===== src/rtl/uart_pkg.sv =====
// Shared UART definitions: FSM state encoding (common to transmitter and
// receiver) and the default clock / line-rate constants.
package uart_pkg;

  typedef enum logic [1:0] {
    IDLE  = 2'b00,
    START = 2'b01,
    DATA  = 2'b10,
    STOP  = 2'b11
  } uart_state_e;

  localparam int DEFAULT_CLOCK_FREQ = 50_000_000;
  localparam int DEFAULT_BAUD_RATE  = 9600;

endpackage


===== src/rtl/uart_rx_if.sv =====
// Receiver-side UART bundle: the serial pin plus the byte-level outputs.
// The master is the receiver; the slave is the pin driver / byte consumer.
interface uart_rx_if;

  logic       rx;
  logic [7:0] rx_data;
  logic       rx_valid;
  logic       frame_error;
  logic       rx_busy;

  modport master (
    input  rx,
    output rx_data,
    output rx_valid,
    output frame_error,
    output rx_busy
  );

  modport slave (
    output rx,
    input  rx_data,
    input  rx_valid,
    input  frame_error,
    input  rx_busy
  );

endinterface


===== src/rtl/uart_rx_sync.sv =====
// Brings the asynchronous serial line into the clk domain and flags the
// high-to-low transition that may mark a start bit.
module uart_rx_sync (
  input  logic clk,
  input  logic reset_n,
  input  logic rx,
  output logic rx_s,
  output logic fall
);

  logic rx_m;
  logic rx_d;

  // Two synchronizer stages followed by a one-cycle history register.
  // NOTE: all three reset to the idle-high line level so leaving reset on an
  // idle line never looks like a falling edge.
  always_ff @(posedge clk or negedge reset_n) begin
    if (!reset_n) begin
      rx_m <= 1'b1;
      rx_s <= 1'b1;
      rx_d <= 1'b1;
    end else begin
      // NOTE: non-blocking assignments make each stage take the previous
      // stage's old value, which is what makes this a shift chain.
      rx_m <= rx;
      rx_s <= rx_m;
      rx_d <= rx_s;
    end
  end

  assign fall = rx_d & ~rx_s;

endmodule


===== src/rtl/uart_rx.sv =====
// 8N1 UART receiver with oversampled start detection and mid-bit sampling.
// Emits a one-cycle rx_valid for a good frame or frame_error for a low stop bit.
module uart_rx
  import uart_pkg::*;
#(
  parameter int CLOCK_FREQ = DEFAULT_CLOCK_FREQ,
  parameter int BAUD_RATE  = DEFAULT_BAUD_RATE,
  parameter int OVERSAMPLE = 16,
  parameter int DIV        = CLOCK_FREQ / (BAUD_RATE * OVERSAMPLE)
) (
  input  logic      clk,
  input  logic      reset_n,
  uart_rx_if.master bus
);

  localparam int DIV_W  = $clog2(DIV + 1);
  localparam int TICK_W = $clog2(OVERSAMPLE);

  localparam logic [DIV_W-1:0]  DIV_LAST       = DIV_W'(DIV - 1);
  localparam logic [TICK_W-1:0] TICK_HALF_LAST = TICK_W'(OVERSAMPLE / 2 - 1);
  localparam logic [TICK_W-1:0] TICK_LAST      = TICK_W'(OVERSAMPLE - 1);

  uart_state_e       state, state_nxt;
  logic              rx_s, fall;
  logic              tick;
  logic [DIV_W-1:0]  div_cnt;
  logic [TICK_W-1:0] tick_cnt;
  logic [2:0]        bit_cnt;
  logic [7:0]        shift_reg;
  logic [7:0]        rx_data;
  logic              rx_valid, frame_error;

  // Control strobes produced by the next-state logic.
  logic tick_clr, shift_en, valid_nxt, ferr_nxt;

  uart_rx_sync u_sync (
    .clk     (clk),
    .reset_n (reset_n),
    .rx      (bus.rx),
    .rx_s    (rx_s),
    .fall    (fall)
  );

  assign tick = (div_cnt == DIV_LAST);

  // State register.
  always_ff @(posedge clk or negedge reset_n) begin
    if (!reset_n) state <= IDLE;
    else          state <= state_nxt;
  end

  // Next-state and control decode; ticks are counted from 1 after start detect.
  always_comb begin
    // NOTE: every output gets a default first so no path leaves one unassigned
    // and no latch is inferred.
    state_nxt = state;
    tick_clr  = 1'b0;
    shift_en  = 1'b0;
    valid_nxt = 1'b0;
    ferr_nxt  = 1'b0;
    case (state)
      IDLE: begin
        if (fall) state_nxt = START;
      end
      START: begin
        if (tick && tick_cnt == TICK_HALF_LAST) begin
          if (!rx_s) begin
            state_nxt = DATA;
            tick_clr  = 1'b1;
          end else begin
            state_nxt = IDLE;
          end
        end
      end
      DATA: begin
        if (tick && tick_cnt == TICK_LAST) begin
          shift_en = 1'b1;
          if (bit_cnt == 3'd7) state_nxt = STOP;
        end
      end
      STOP: begin
        if (tick && tick_cnt == TICK_LAST) begin
          state_nxt = IDLE;
          if (rx_s) valid_nxt = 1'b1;
          else      ferr_nxt  = 1'b1;
        end
      end
      default: state_nxt = IDLE;
    endcase
  end

  // Counters and shift register; held clear in IDLE so the start-detect cycle
  // leaves div_cnt, tick_cnt and bit_cnt at zero and ticks align to the edge.
  always_ff @(posedge clk or negedge reset_n) begin
    if (!reset_n) begin
      div_cnt   <= '0;
      tick_cnt  <= '0;
      bit_cnt   <= '0;
      shift_reg <= '0;
    end else if (state == IDLE) begin
      div_cnt  <= '0;
      tick_cnt <= '0;
      bit_cnt  <= '0;
    end else begin
      div_cnt <= tick ? '0 : div_cnt + DIV_W'(1);
      if (tick_clr)  tick_cnt <= '0;
      else if (tick) tick_cnt <= tick_cnt + TICK_W'(1);
      if (shift_en) begin
        shift_reg <= {rx_s, shift_reg[7:1]};
        bit_cnt   <= bit_cnt + 3'd1;
      end
    end
  end

  // Registered byte output and the two mutually exclusive strobes.
  always_ff @(posedge clk or negedge reset_n) begin
    if (!reset_n) begin
      rx_data     <= 8'h00;
      rx_valid    <= 1'b0;
      frame_error <= 1'b0;
    end else begin
      rx_valid    <= valid_nxt;
      frame_error <= ferr_nxt;
      if (valid_nxt) rx_data <= shift_reg;
    end
  end

  assign bus.rx_data     = rx_data;
  assign bus.rx_valid    = rx_valid;
  assign bus.frame_error = frame_error;
  assign bus.rx_busy     = (state != IDLE);

endmodule


===== src/flat_wrapper.sv =====
// flat-port wrapper written by rule: the top's interface ports become plain ports
module uart_rx_flat import uart_pkg::*;
#(
  parameter int CLOCK_FREQ = DEFAULT_CLOCK_FREQ,
  parameter int BAUD_RATE  = DEFAULT_BAUD_RATE,
  parameter int OVERSAMPLE = 16,
  parameter int DIV        = CLOCK_FREQ / (BAUD_RATE * OVERSAMPLE)
)
  (clk, reset_n, bus_rx, bus_rx_data, bus_rx_valid, bus_frame_error, bus_rx_busy);
  uart_rx_if bus_i ();
  input  logic clk;
  input  logic reset_n;
  input wire logic [$bits(bus_i.rx)-1:0] bus_rx;
  output wire logic [$bits(bus_i.rx_data)-1:0] bus_rx_data;
  output wire logic [$bits(bus_i.rx_valid)-1:0] bus_rx_valid;
  output wire logic [$bits(bus_i.frame_error)-1:0] bus_frame_error;
  output wire logic [$bits(bus_i.rx_busy)-1:0] bus_rx_busy;
  assign bus_i.rx = bus_rx;
  assign bus_rx_data = bus_i.rx_data;
  assign bus_rx_valid = bus_i.rx_valid;
  assign bus_frame_error = bus_i.frame_error;
  assign bus_rx_busy = bus_i.rx_busy;
  uart_rx #(.CLOCK_FREQ(CLOCK_FREQ), .BAUD_RATE(BAUD_RATE), .OVERSAMPLE(OVERSAMPLE), .DIV(DIV)) u_core (.clk(clk), .reset_n(reset_n), .bus(bus_i));
endmodule

===== config.mk =====
export PLATFORM = sky130hd
export DESIGN_NAME = uart_rx_flat
export DESIGN_NICKNAME = d
export VERILOG_FILES = /design/src/rtl/uart_pkg.sv /design/src/rtl/uart_rx_if.sv /design/src/rtl/uart_rx_sync.sv /design/src/rtl/uart_rx.sv /design/src/flat_wrapper.sv
export SDC_FILE = /design/constraint.sdc
export NUM_CORES = 1
export LEC_CHECK = 0
export BUFFER_PORTS_ARGS = -buffer_cell sky130_fd_sc_hd__buf_2
export CORE_MARGIN = 10
export CORE_UTILIZATION = 58
export CTS_CLUSTER_DIAMETER = 60
export DETAILED_ROUTE_END_ITERATION = 6
export PLACE_DENSITY = 0.85
export SYNTH_ARGS = -nofsm -noshare
export SYNTH_HDL_FRONTEND = slang
export SYNTH_SLANG_ARGS = --single-unit

===== constraint.sdc =====
create_clock -name clk -period 2.4 [get_ports clk]
set_clock_uncertainty 0.1 [all_clocks]
set_input_delay 0.48 -clock clk [delete_from_list [all_inputs] [get_ports clk]]
set_output_delay 0.48 -clock clk [all_outputs]
set_load 0.03 [all_outputs]

==> reports/qor.txt, run 1 <==
Number of max-cap violations -> 0
Die H -> 75.5 µm
Crit path required time -> 1820 ps
Worst skew pair latency -> 360 ps
Simple-gate share of the synthesized area -> 19.1%
Drt drc -> 0
Grt ovf -> 0
Count of cell types in the netlist -> 36
Hold_buf cts -> 0
Delay of the slowest cell on the worst path -> 560 ps
Via count -> 1149
Row count -> 20
Fin. max-slew vios -> 0
Setup_tns -> 0 ps
GRT met1 Usage -> 16.0%
PD cells -> 744 mW/mm²
CP max-delay cell -> dfrtp_1
Cell breakdown of the critical path -> nor2_1 -> inv_1 -> buf_2
Largest family of logic cells by synthesized area -> simple AND/OR/NAND/NOR gates
Share of post-route cells with drive strength above 1 -> 32.1%
Post-synth EDFFs -> 0
RD Place Congestion -> 0.971
Initial antenna violation count -> 0
Synth Area in XOR/XNOR -> 4.42%
Post-synthesis compound-gate area fraction -> 5.75%
Prevailing post-synth register cell -> dfrtp_1
Pre-antenna DRT Iters -> 6
M3 GR Usage -> 5.34%
Number of global-route vias before repair -> 1161
PostCTS Resize Cnt -> 0
Worst setup path class -> reg2out
Die width -> 75.5 µm
CP Launch Type -> flip-flop
Fillers -> 231
Initial DRC Count -> 120
Postcts setup bufs -> 0
Routed len/inst -> 16.6 µm
Longest Clk Path Bufs -> 2
Dpl cell area -> 0.00189 mm²
Mux share of post-synthesis cell area -> 10.7%
HPWL Detailed -> 2.32 mm
Hold Crit Class -> in2async
Critical path data arrival time -> 1630 ps
Htree depth -> 2
Final Hold Viols -> 0
Slew @ Worst Pin -> 844 ps
CTS Root Cell -> clkbuf_4
FMAX -> 0.453 GHz
Post-Syn Area -> 0.00178 mm²
# nets final -> 166
Worst Setup SP -> u_core.state[0]
Reg2reg setup slack -> 200 ps
First-pass GRT wire length -> 5.53 mm
IO Count -> 14
Met2 Track Usage GR -> 20.1%
Design Area, Final -> 0.00197 mm²
Clk slew on worst S/H paths -> 120 ps
Area of the multi-input gates -> 774 µm²
Initial core utilization -> 59.4%
Via density -> 5.98
Placement Setup Slack -> 204 ps
FF-to-FF path depth -> 6
Syn avg cell area -> 12.7 µm²
Max FFs per register -> 9
Maximum vdd drop -> 0.644 mV
Cells after Synth -> 140
RSZ-0062 raised after global routing -> no
Final min period -> 2210 ps
Critical-path maximum fanout -> 14
Cts bufs inserted -> 5
GRT Util Overall -> 13.0%
Status -> finished clean
End of the critical path -> bus_rx_busy
Clk sinks -> 39
Final period util -> 91.9%
Commonest non-fill, non-tap cell in the layout -> dfrtp_1
Slew headroom -> 43.8%
Setup crit end kind -> primary output
P&R area growth vs syn -> 10.6%
Critical R2R Capture -> u_core.shift_reg[3]
IO Port Bufs -> 13
CTS tree -> done
Leakage -> 0.00101 µW
Most frequent cells in the layout -> dfrtp_1, nor2_1, mux2_2
Yosys reg bits -> 39
Post-Synth Adder-Cell Area -> 3.51%
Final worst slack -> 194 ps
Sequential cell area fraction in the yosys report -> 54.9%
Most Crowded Layer GR -> met2
Syn Nets -> 148
# diodes -> 0
Final WL -> 3.18 mm
Core box area -> 0.00300 mm²
Register area -> 980 µm²
YS warnings -> 0
Setup Viol. Count Final -> 0
Worst R2R Start -> u_core.div_cnt[0]
Largest net degree at the start of global routing -> 40
Full die area -> 0.00569 mm²
Post-DRT Antenna Nets -> 0
Hold_ws -> 110 ps
Post-synth ARST share -> 100%
-- logic make-up after synthesis --
group           Yosys count
simple gates             50
flops                    39
mux                      17
compound gates           12
xor+xnor                  9
buf+inv                   8
fa+ha+maj                 5
-- worst max-delay path: cells and delay by family, from the launching register on --
family / cells / cell delay [ps]
flip-flops: 1 / 560
AND/OR/NAND/NOR: 1 / 320
buffers and inverters: 2 / 370
-- power by group --
part / total [µW] / switching (µW) / internal (µW)
logic: 189 / 96.8 / 92.3
clock network: 463 / 217 / 246
registers: 816 / 96.8 / 719
-- per-layer routing --
metal | up-vias | part of all wire, %
li1 | 544 | -
met1 | 582 | 45
met2 | 17 | 50
met3 | 6 | 4.2
met4 | 0 | 1.2
met5 | - | 0
-- worst min path at each step --
stage / startpoint / slack, ps / endpoint
3_3_place_gp: u_core.u_sync.rx_m / 250 / u_core.u_sync.rx_s
2_1_floorplan: reset_n / 80 / async pin
3_5_place_dp: u_core.u_sync.rx_m / 250 / u_core.u_sync.rx_s
6_report: reset_n / 110 / u_core.bus.frame_error
5_1_grt: bus_rx / 90 / u_core.u_sync.rx_m
4_1_cts: bus_rx / 110 / u_core.u_sync.rx_m
-- cell usage after synthesis, drive strengths merged, types with 2 or more instances --
| cell | n | area, µm² |
|---|---|---|
| xor2 | 7 | 61.3 |
| ha | 5 | 62.6 |
| nor4b | 3 | 41.3 |
| a31oi | 3 | 18.8 |
| xnor2 | 2 | 17.5 |
| mux2 | 16 | 180 |
| nand4 | 3 | 18.8 |
| nor4 | 3 | 48.8 |
| nand2 | 5 | 26.3 |
| and2 | 3 | 18.8 |
| inv | 5 | 18.8 |
| dfrtp | 36 | 901 |
| clkbuf | 3 | 11.3 |
| a311o | 2 | 20.0 |
| dfstp | 3 | 78.8 |
| and3 | 6 | 40.0 |
| nand3 | 5 | 25.0 |
| nor2 | 16 | 60.1 |
-- final cells by class --
class	count	area share [%]
timing repair buffer	14	3.68
multi-input combinational	93	39.3
clock buffer	6	2.60
inverter	5	0.951
sequential	39	49.7
tap	33	2.09
clock inverter	2	1.78
-- through the flow --
stage / std cells / total power [µW] / utilization (%)
3_5_place_dp: 184 / 1020 / 62.8
2_1_floorplan: 140 / 952 / -
6_report: 192 / 1470 / 65.7
3_3_place_gp: 184 / 995 / 62.8
5_1_grt: 192 / 1550 / 65.7
4_1_cts: 192 / 1480 / 65.7
(Power assumes the default switching activity.)
==> run 2, diff against run 1 <==
CORE_UTILIZATION = 44   (was 58)
PLACE_DENSITY = 0.7   (was 0.85)
==> run 2 against run 1 <==
Net effect: wire length is 4.4% lower; cell count is 8.9% higher; die area is 23% higher; largest cell class unchanged; highest routed layer unchanged.
==> reports/qor.txt, run 2 (synthesis results as in run 1) <==
Final worst slack -> 168 ps (was 194 ps)
Post-layout util -> 51.4% (was 65.7%)
Routed len/inst -> 14.6 µm (was 16.6 µm)
Critical path data arrival time -> 2300 ps (was 1630 ps)
PostCTS Resize Cnt -> 0 (unchanged)
RSZ-0062 raised after global routing -> no (unchanged)
Number of max-cap violations -> 0 (unchanged)
Most frequent cells in the layout -> dfrtp_1, nor2_1, mux2_2 (unchanged)
IO Port Bufs -> 13 (unchanged)
Maximum vdd drop -> 0.665 mV (was 0.644 mV)
# nets final -> 166 (unchanged)
Grt ovf -> 0 (unchanged)
First-pass GRT wire length -> 5.60 mm (was 5.53 mm)
Final period util -> 93.0% (was 91.9%)
CTS Root Cell -> clkbuf_8 (was clkbuf_4)
Initial antenna violation count -> 0 (unchanged)
Final min period -> 2230 ps (was 2210 ps)
Worst R2R Start -> u_core.div_cnt[0] (unchanged)
Slew @ Worst Pin -> 816 ps (was 844 ps)
HPWL Detailed -> 2.23 mm (was 2.32 mm)
Hold_ws -> 182 ps (was 110 ps)
# diodes -> 0 (unchanged)
GRT Util Overall -> 9.38% (was 13.0%)
Full die area -> 0.00700 mm² (was 0.00569 mm²)
Pre-antenna DRT Iters -> 4 (was 6)
Placement Setup Slack -> 185 ps (was 204 ps)
Row count -> 23 (was 20)
Worst skew pair latency -> 290 ps (was 360 ps)
Hold_buf cts -> 0 (unchanged)
Worst Setup SP -> u_core.div_cnt[0] (was u_core.state[0])
Cts bufs inserted -> 5 (unchanged)
Die width -> 83.7 µm (was 75.5 µm)
CP Launch Type -> flip-flop (unchanged)
Critical-path maximum fanout -> 8 (was 14)
Clk sinks -> 39 (unchanged)
Fin. max-slew vios -> 0 (unchanged)
Dpl cell area -> 0.00191 mm² (was 0.00189 mm²)
Design Area, Final -> 0.00204 mm² (was 0.00197 mm²)
Max FFs per register -> 9 (unchanged)
Drt drc -> 0 (unchanged)
Final WL -> 3.04 mm (was 3.18 mm)
IO Count -> 14 (unchanged)
Setup crit end kind -> flip-flop (was primary output)
Clk slew on worst S/H paths -> 70 ps (was 120 ps)
Post-DRT Antenna Nets -> 0 (unchanged)
Most Crowded Layer GR -> met2 (unchanged)
Met2 Track Usage GR -> 15.5% (was 20.1%)
Via density -> 5.33 (was 5.98)
Crit path required time -> 2470 ps (was 1820 ps)
RD Place Congestion -> 0.752 (was 0.971)
Die H -> 83.7 µm (was 75.5 µm)
Number of global-route vias before repair -> 1190 (was 1161)
Core box area -> 0.00397 mm² (was 0.00300 mm²)
Worst setup path class -> reg2reg (was reg2out)
Via count -> 1114 (was 1149)
Commonest non-fill, non-tap cell in the layout -> dfrtp_1 (unchanged)
Setup Viol. Count Final -> 0 (unchanged)
Fillers -> 338 (was 231)
M3 GR Usage -> 2.93% (was 5.34%)
Postcts setup bufs -> 0 (unchanged)
Final Hold Viols -> 0 (unchanged)
GRT met1 Usage -> 11.1% (was 16.0%)
Setup_tns -> 0 ps (unchanged)
FMAX -> 0.448 GHz (was 0.453 GHz)
PD cells -> 801 mW/mm² (was 744 mW/mm²)
Initial DRC Count -> 63 (was 120)
Leakage -> 0.00103 µW (was 0.00101 µW)
Longest Clk Path Bufs -> 2 (unchanged)
Share of post-route cells with drive strength above 1 -> 31.4% (was 32.1%)
Status -> finished clean (unchanged)
Htree depth -> 2 (unchanged)
Hold Crit Class -> in2async (unchanged)
Slew headroom -> 45.6% (was 43.8%)
CTS tree -> done (unchanged)
Largest net degree at the start of global routing -> 40 (unchanged)
Initial core utilization -> 44.9% (was 59.4%)
P&R area growth vs syn -> 14.4% (was 10.6%)
[run 2: changes by cell type in the layout (fill, tap and decap cells not counted), sizes merged]
| cell | change |
|---|---|
| bufinv | +1 |
| clkinv | -1 |
[run 2: layout make-up]
cell class	count	area, µm²	area share (%)
multi-input combinational	93	774	38.0
sequential	39	980	48.0
clock inverter	2	60.1	2.94
clock buffer	6	72.6	3.56
inverter	5	18.8	0.920
tap	50	62.6	3.07
timing repair buffer	14	72.6	3.56
[run 2: path summary, 6_finish.rpt]
kind,cells past startpoint,slack (ps),to
hold reg to reg,0,260,u_core.u_sync.rx_s
min in group clk,1,190,u_core.u_sync.rx_m
hold / removal,1,180,u_core.bus.rx_data[0]
max in group asynchronous,1,1500,u_core.div_cnt[4]
setup / recovery,6,170,u_core.shift_reg[3]
setup reg to reg,6,170,u_core.shift_reg[3]
[run 2: through the flow]
step	total power [µW]	cells
after floorplan	952	140
after global placement	1000	201
after detailed placement	1010	201
after CTS	1650	209
after global routing	1720	209
final	1630	209
[run 2: power breakdown]
group / internal, µW / switching [µW]
sequential: 720 / 95.1
clock: 415 / 218
combinational: 90.5 / 95.5
total: 1230 / 409
[run 2: critical path, stage by stage, from the launching register on]
cell and delay (ps):
dfrtp_1 430, inv_1 80, ha_1 160, and4b_1 300
nand2_4 110, nor4_4 540, mux2_2 400
[run 2: routing by layer]
metal	vias up	share of wire (%)
li1	537	-
met1	560	45
met2	13	51
met3	4	3.1
met4	0	1.6
met5	-	0
